## src/rtl/branch_redirect_ctrl.sv

```systemverilog
// branch_redirect_ctrl
// ID-stage branch/jump redirect controller for the pipelined MIPS core.
// Evaluates BEQ/BNE/J/JAL/JR, registers the redirect target and pulses
// redirect (and flush_ifid) one cycle after a taken decision. The front end
// is stalled while a needed operand is still being produced by a load.
// Build option: define BRANCH_DELAY_SLOT_EN for delay-slot semantics
// (flush_ifid never asserted).
module branch_redirect_ctrl #(
    parameter int NBITS = 32
) (
    input  logic             clk,
    input  logic             reset,
    input  logic             id_valid,
    input  logic             id_is_branch,
    input  logic             id_is_bne,
    input  logic             id_is_jump,
    input  logic             id_is_jr,
    input  logic [NBITS-1:0] pc_plus4,
    input  logic [NBITS-1:0] imm_sext,
    input  logic [25:0]      jump_index,
    input  logic [NBITS-1:0] rs_data,
    input  logic [NBITS-1:0] rt_data,
    input  logic             operand_ready,
    output logic             stall,
    output logic             redirect,
    output logic [NBITS-1:0] target_pc,
    output logic             flush_ifid
);

`ifdef BRANCH_DELAY_SLOT_EN
    localparam logic FLUSH_ON_TAKEN = 1'b0;
`else
    localparam logic FLUSH_ON_TAKEN = 1'b1;
`endif

    typedef enum logic [1:0] {
        IDLE,
        WAIT_OPS,
        REDIRECT
    } state_t;

    state_t           r_state;
    logic             r_redirect;
    logic             r_flush;
    logic [NBITS-1:0] r_target;

    logic             w_op_jr;
    logic             w_op_jump;
    logic             w_op_br;
    logic             w_op_any;
    logic             w_needs_ops;
    logic             w_ops_ok;
    logic             w_taken;
    logic [NBITS-1:0] w_target;

    // Op decode with priority jr > jump > branch; nothing counts without id_valid
    always_comb begin
        w_op_jr     = id_valid & id_is_jr;
        w_op_jump   = id_valid & ~id_is_jr & id_is_jump;
        w_op_br     = id_valid & ~id_is_jr & ~id_is_jump & id_is_branch;
        w_op_any    = w_op_jr | w_op_jump | w_op_br;
        w_needs_ops = w_op_jr | w_op_br;
        w_ops_ok    = ~w_needs_ops | operand_ready;
    end

    // Redirect target and taken decision for the selected op
    always_comb begin
        w_target = pc_plus4 + (imm_sext << 2);
        w_taken  = 1'b0;
        if (w_op_jr) begin
            w_target = rs_data;
            w_taken  = 1'b1;
        end else if (w_op_jump) begin
            w_target = {pc_plus4[NBITS-1:NBITS-4], jump_index, 2'b00};
            w_taken  = 1'b1;
        end else if (w_op_br) begin
            w_taken = id_is_bne ? (rs_data != rt_data) : (rs_data == rt_data);
        end
    end

    // Stall is suppressed in REDIRECT: the ID slot then holds a delay-slot or squashed instruction
    assign stall = w_needs_ops & ~operand_ready & (r_state != REDIRECT);

    // Redirect sequencer with registered pulse outputs and held target
    always_ff @(posedge clk or posedge reset) begin
        if (reset) begin
            r_state    <= IDLE;
            r_redirect <= 1'b0;
            r_flush    <= 1'b0;
            r_target   <= '0;
        end else begin
            r_redirect <= 1'b0;
            r_flush    <= 1'b0;
            unique case (r_state)
                IDLE, WAIT_OPS: begin
                    if (w_op_any && w_ops_ok) begin
                        if (w_taken) begin
                            r_target   <= w_target;
                            r_redirect <= 1'b1;
                            r_flush    <= FLUSH_ON_TAKEN;
                            r_state    <= REDIRECT;
                        end else begin
                            r_state <= IDLE;
                        end
                    end else if (w_op_any) begin
                        r_state <= WAIT_OPS;
                    end else begin
                        r_state <= IDLE;
                    end
                end
                REDIRECT: r_state <= IDLE;
                default:  r_state <= IDLE;
            endcase
        end
    end

    assign redirect   = r_redirect;
    assign flush_ifid = r_flush;
    assign target_pc  = r_target;

endmodule

```

## config.mk

```make
export PLATFORM = sky130hd
export DESIGN_NAME = branch_redirect_ctrl
export DESIGN_NICKNAME = d
export VERILOG_FILES = /design/src/rtl/branch_redirect_ctrl.sv
export SDC_FILE = /design/constraint.sdc
export NUM_CORES = 1
export LEC_CHECK = 0
export CAP_MARGIN = 5
export CELL_PAD_IN_SITES_DETAIL_PLACEMENT = 0
export CELL_PAD_IN_SITES_GLOBAL_PLACEMENT = 1
export CORE_ASPECT_RATIO = 1.2
export CORE_MARGIN = 2
export CORE_UTILIZATION = 25
export CTS_CLUSTER_DIAMETER = 40
export DETAILED_ROUTE_END_ITERATION = 12
export PLACE_DENSITY = 0.78
export SYNTH_ARGS = -nofsm -noshare
export SYNTH_HDL_FRONTEND = slang
export SYNTH_SLANG_ARGS = --single-unit
```

## constraint.sdc

```tcl
create_clock -name clk -period 1.8 [get_ports clk]
set_input_delay 0.18 -clock clk [delete_from_list [all_inputs] [get_ports clk]]
set_output_delay 0.18 -clock clk [all_outputs]
set_load 0.005 [all_outputs]
```

==> results of run 1 <==
## per-stage QoR
step | hold WS [ns] | util [%]
floorplan | 0.322 | -
global route | 0.317 | 56.4
CTS | 0.296 | 55.4
detailed placement | 0.501 | 48.0
global placement | 0.485 | 48.0
finish | 0.296 | 56.4
## what timing repair did
item	CTS	global route
buffers inserted	51	12
endpoints found under the setup margin	34	34
gates resized for setup	415	88
hold buffers	0	0
cloned	3	0
pin swaps	146	86
## state kept, by name, indices dropped and copies added (netlist names)
| register | cells |
|---|---|
| r_state | 1 |
| flush_ifid | 1 |
| target_pc | 32 |
## power groups by stage
| stage | Sequential (mW) | Clock, mW | Combinational (mW) |
|---|---|---|---|
| after floorplan | 1.10 | 0 | 0.933 |
| after global placement | 1.12 | 0 | 2.37 |
| after detailed placement | 1.12 | 0 | 2.40 |
| after CTS | 1.12 | 0.895 | 2.78 |
| after global routing | 1.14 | 0.928 | 3.12 |
| final | 1.13 | 0.875 | 2.90 |
## logic make-up after synthesis
family / count (synthesis) / synth area share [%]
AO/OA/AOI/OAI: 169 / 29.5
buffers and inverters: 51 / 5.46
multiplexers: 6 / 1.74
AND/OR/NAND/NOR: 145 / 18.9
adder cells (fa/ha/maj): 30 / 10.1
XOR/XNOR: 52 / 12.0
flip-flops: 34 / 22.4
## critical path: stages
cell      delay (ns)
buf_6           0.10
ha_4            0.15
fa_2            0.35
a211oi_2        0.25
o21bai_2        0.14
a211oi_4        0.30
a21oi_2         0.12
or2_1           0.26
a31oi_1         0.20
xor2_1          0.17
o21ai_1         0.08
a22o_1          0.20
## routing by layer
| metal | GRT usage, % | up-vias |
|---|---|---|
| met5 | 0 | - |
| met3 | 3.37 | 25 |
| met2 | 38.7 | 156 |
| met1 | 27.6 | 2462 |
| li1 | - | 2547 |
| met4 | 6.25 | 0 |
## path summary, 6_finish.rpt
path	startpoint	to	slack, ns	cells past startpoint
setup / recovery	imm_sext[0]	target_pc[20]	-0.52	12
hold / removal	reset	r_state[0]	0.30	3
setup reg to reg	flush_ifid	target_pc[30]	0.12	7
hold reg to reg	target_pc[20]	target_pc[20]	0.51	1
max in group asynchronous	reset	target_pc[7]	1.14	3
min in group clk	rs_data[2]	target_pc[2]	0.30	4
## final cells by class
class / count / area (um^2) / area share [%]
timing repair buffer: 400 / 3480 / 41.3
sequential: 34 / 851 / 10.1
clock buffer: 7 / 143 / 1.69
inverter: 22 / 85.1 / 1.01
clock inverter: 1 / 5.00 / 0.0594
timing repair inverter: 1 / 7.51 / 0.0890
multi-input combinational: 402 / 3600 / 42.8
tap: 204 / 255 / 3.03
## placed cells by master, fill, tap and decap left out, drive strengths merged, types with 3 or more instances in the layout
cell | netlist | layout
xor2 | 10 | 10
buf | 8 | 251
a22oi | 3 | 3
dlygate4sd2 | 0 | 33
nor2 | 39 | 39
o211ai | 22 | 22
nand3 | 11 | 11
or3b | 3 | 3
a21o | 17 | 17
nand2 | 43 | 43
nand4 | 18 | 18
nor3 | 3 | 3
xnor2 | 42 | 42
ha | 29 | 29
a21oi | 47 | 47
o21ai | 34 | 34
dfrtp | 34 | 34
dlymetal6s2s | 0 | 5
and3 | 7 | 7
a211oi | 5 | 5
clkbuf | 21 | 21
nand2b | 3 | 3
a311oi | 3 | 3
a22o | 5 | 5
inv | 22 | 22
nor4 | 4 | 4
clkdlybuf4s15 | 0 | 21
clkdlybuf4s50 | 0 | 76
nor2b | 4 | 4
a31oi | 12 | 12
and4 | 4 | 4
mux2 | 5 | 5
o21bai | 7 | 7
==> impl_metrics.ini, run 1 <==
[final_layout]
stdcell_area_um2 = 8430
fin_cells = 1071
layout-area-overhead-vs-synth_pct = 121
drive_above_1_share_pct = 47.1
antenna-diode-count = 0
fillers = 1401
nets = 1058

[drt]
met1_length_mm = 7.89
topRoutingLayerUsed = met4
drt-pass1-iter-count = 4
drt_iter0_markers = 199
num_vias = 5190
drc = 0
wl_mm = 18.4
via_per_inst = 4.85
dr_wl_met2_mm = 9.06
wl_met3_mm = 1.02
drt-wirelength-per-cell_um = 17.2
ant_nets = 0

[sta]
min_period_over_period_pct = 129
fmax_mhz = 430
rsz0062_at_grt = yes
worstMarginPinSlew_ns = 0.508
hold_viol_final = 0
clock_skew_ns = 0.00420
finalSetupViolCount = 32
drv_slew = 0
slew-limit-headroom_pct = 65.9
fin_crit_ns = 2.32
tns_ns = -9.31
setup_slack_ns = -0.525

[clock_network]
numCtsBuffers = 5
clock_latency_ns = 0.28
clk_path_buf_depth = 2
cts_tree = built
cts_sinks = 34
h-tree-depth = 2
root_buffer = clkbuf_16
clk_transition_reported_paths_ns = 0.06

[pwr]
power.switching_mw = 1.65
pwr-share-clk_pct = 17.8
pwr-share-seq_pct = 22.9
p_leak_nw = 3.79
switching_share_pct = 33.7
intPower_mw = 3.25
total_power_mw = 4.90
comb_power_share_pct = 59.2
ir_worst_vdd_uv = 339
power_density_nw_per_um2 = 582

[synthesis]
yosysMostFrequentCell = a21oi_1
synth_area_um2 = 3810
ys_types = 59
synth_nets = 679
yosys-top-cells-count = 46 x a21oi_1, 43 x nand2_1, 42 x xnor2_1
synth_top_area_share_pct = 22.4
synth_warnings = 0
synth_ff_type = dfrtp_1
postSynthCellCount = 487
synth_seq_cells = 34
async_reset_ff_share_pct = 100
ys_seq_area_share_pct = 22.4
syn_avg_cell_area_um2 = 7.82
synth.largest_area_cell = dfrtp_1
netlist_top_cells_area = dfrtp_1 22%, xnor2_1 9.7%, ha_1 9.5%
synth_edf_count = 0

[run_status]
violations = setup timing
status = finished with violations

[global_routing]
gr-total-overflow = 0
grt_pass1_wl_mm = 28.1
grt_pass1_vias = 5505
grt_antenna_before_repair = 0
grt_max_degree = 41
grt_usage_pct = 22.0

[min_path]
min_path_type = in2async

[setup_path]
required_ns = 1.97
start_kind = primary input
criticalPathCategory = in2reg
end_kind = flip-flop
cp_max_fo = 2
cp_data_arrival_time_ns = 2.49

[place]
gp_congestion = 0.912
hpwlAfterDp_mm = 14.1
dp_cells = 1007
dp_slack_ns = -1.18
io_buffers = 194
place_area_um2 = 7190

[floorplan]
core_region_area_um2 = 15000
dieArea_um2 = 16200
rows = 49
initial_core_util_pct = 25.4
fp.dieH_um = 139
io_pins = 197
die_w_um = 117

[job]
maxCapViolCount = 0
(Power assumes the default switching activity.)
==> run 2, diff against run 1 <==
--- a/config.mk
+++ b/config.mk
@@ -10,10 +10,10 @@
 export CELL_PAD_IN_SITES_GLOBAL_PLACEMENT = 1
 export CORE_ASPECT_RATIO = 1.2
 export CORE_MARGIN = 2
-export CORE_UTILIZATION = 25
+export CORE_UTILIZATION = 28
 export CTS_CLUSTER_DIAMETER = 40
 export DETAILED_ROUTE_END_ITERATION = 12
-export PLACE_DENSITY = 0.78
+export PLACE_DENSITY = 0.86
 export SYNTH_ARGS = -nofsm -noshare
 export SYNTH_HDL_FRONTEND = slang
 export SYNTH_SLANG_ARGS = --single-unit
==> run 2 against run 1 <==
The flow still finishes with violations (setup timing). Via count fell by 1.6%. Register-to-register slack barely moved. First-iteration DRC count rose by 37%. Combinational power fell by 6%. Setup slack got worse by 0.16 ns. Utilization rose by 4.0 points. Fmax fell by 6.3%. Largest cell class unchanged. Largest power group unchanged.
==> impl_metrics.ini, run 2 (same netlist as run 1, synthesis figures left out) <==
[place]
io_buffers = 194
place_area_um2 = 7050
dp_slack_ns = -1.26
gp_congestion = 0.938
hpwlAfterDp_mm = 13.6

[setup_path]
rrSetupSlack_ns = 0.11
slowest_stage = or3b_4
cp_max_fo = 5
cp_top_family = compound AO/OA/AOI/OAI gates
path_depth = 11
r2r_start = flush_ifid
slowest_delay_ns = 0.41
path_buf_inv = 3
rr_worst_depth = 6
crit_chain = clkdlybuf4s50_1 -> ha_1 -> a21o_1 -> a21oi_2 -> or3b_4 -> o221ai_4 -> buf_4 -> buf_6 -> nor2_2 -> and3_1 -> o41ai_2
cp_data_arrival_time_ns = 2.65
criticalPathCategory = in2reg
start_kind = primary input
worstReg2RegEnd = target_pc[21]
required_ns = 1.97
end_kind = flip-flop

[clock_network]
cts_sinks = 34
clock_latency_ns = 0.28
cts_tree = built
clk_transition_reported_paths_ns = 0.06
numCtsBuffers = 5
root_buffer = clkbuf_16
clk_path_buf_depth = 2
h-tree-depth = 2
holdBufCountCts = 0

[sta]
setup_slack_ns = -0.680
hold_viol_final = 0
min_period_over_period_pct = 138
fmax_mhz = 403
finalSetupViolCount = 33
drv_slew = 0
worstMarginPinSlew_ns = 0.471
hold_slack_ns = 0.312
slew-limit-headroom_pct = 68.6
clock_skew_ns = 0.00416
fin_crit_ns = 2.48
rsz0062_at_grt = yes

[drt]
drc = 0
via_per_inst = 5.07
num_vias = 5109
wl_met3_mm = 1.15
topRoutingLayerUsed = met4
dr_wl_met2_mm = 9.00
drt-pass1-iter-count = 5
drt-wirelength-per-cell_um = 17.8
met1_length_mm = 7.32
wl_mm = 17.9
drt_iter0_markers = 273
ant_nets = 0

[final_layout]
stdcell_area_um2 = 7990
mostFrequentLayoutCell = buf_4
layout_common_cells = 149 x buf_4, 107 x clkdlybuf4s50_1, 41 x nand2_1
nets = 1030
register_area_um2 = 851
largest_reg_flops = 32
fillers = 1185
fin_util_pct = 60.3
drive_above_1_share_pct = 38.9
multi_input_area_um2 = 3390
layout-area-overhead-vs-synth_pct = 110

[floorplan]
io_pins = 197
dieArea_um2 = 14500
die_w_um = 110
core_region_area_um2 = 13200
fp.dieH_um = 132
rows = 46
initial_core_util_pct = 28.8

[global_routing]
grt_pass1_vias = 5327
grt_max_degree = 41
grt_pass1_wl_mm = 27.6
gr-total-overflow = 0
grt_usage_pct = 23.2
grt_antenna_before_repair = 1

[min_path]
min_path_type = in2async

[pwr]
ir_worst_vdd_uv = 347
p_leak_nw = 3.56
total_power_mw = 4.72
power_density_nw_per_um2 = 591

[run_status]
violations = setup timing
status = finished with violations

[job]
maxCapViolCount = 0
-- run 2: worst max path at each step --
stage                       from             to  slack, ns
finish              pc_plus4[19]  target_pc[30]      -0.68
global route         imm_sext[0]  target_pc[30]      -0.78
floorplan            pc_plus4[2]  target_pc[20]      -0.57
CTS                  imm_sext[0]  target_pc[24]      -0.63
detailed placement   imm_sext[0]  target_pc[20]      -1.26
global placement     pc_plus4[2]  target_pc[20]      -1.20
-- run 2: metrics by stage --
step	setup TNS [ns]	instances
floorplan	-6.00	487
global placement	-32.26	961
detailed placement	-35.25	961
CTS	-13.32	1001
global route	-15.92	1007
finish	-12.49	1008
-- run 2: worst register-to-register path, cell delays in order (launching register included) --
cell,delay (ns)
dfrtp_1,0.37
nor2b_1,0.14
nand2_1,0.18
o21ai_4,0.27
buf_6,0.15
buf_6,0.13
mux2_2,0.33
-- run 2: area by class of cell --
class	instances	area share (%)
clock inverters	1	0.0626
repair buffers	372	41.4
well taps	168	2.63
diodes	1	0.0313
multi-input cells	403	42.4
clock buffers	7	1.79
flip-flops and latches	34	10.6
inverters	22	1.06
-- run 2: routing by layer --
metal	global-route usage (%)	vias to the layer above
li1	-	2488
met1	28.1	2376
met2	41.0	211
met3	4.94	34
met4	6.88	0
met5	0	-
-- run 2: report_power, final --
part	switching, mW	leakage (nW)	internal, mW	total, mW
clock	0.327	0.0739	0.549	0.876
combinational	1.12	3.08	1.61	2.73
sequential	0.150	0.410	0.971	1.12
-- run 2: repair_timing --
item	in CTS	in global routing
buffers inserted	27	9
setup endpoints to repair	34	34
pin swaps	107	49
resized for setup	286	58
cloned	5	0
endpoints found under the hold margin	0	0
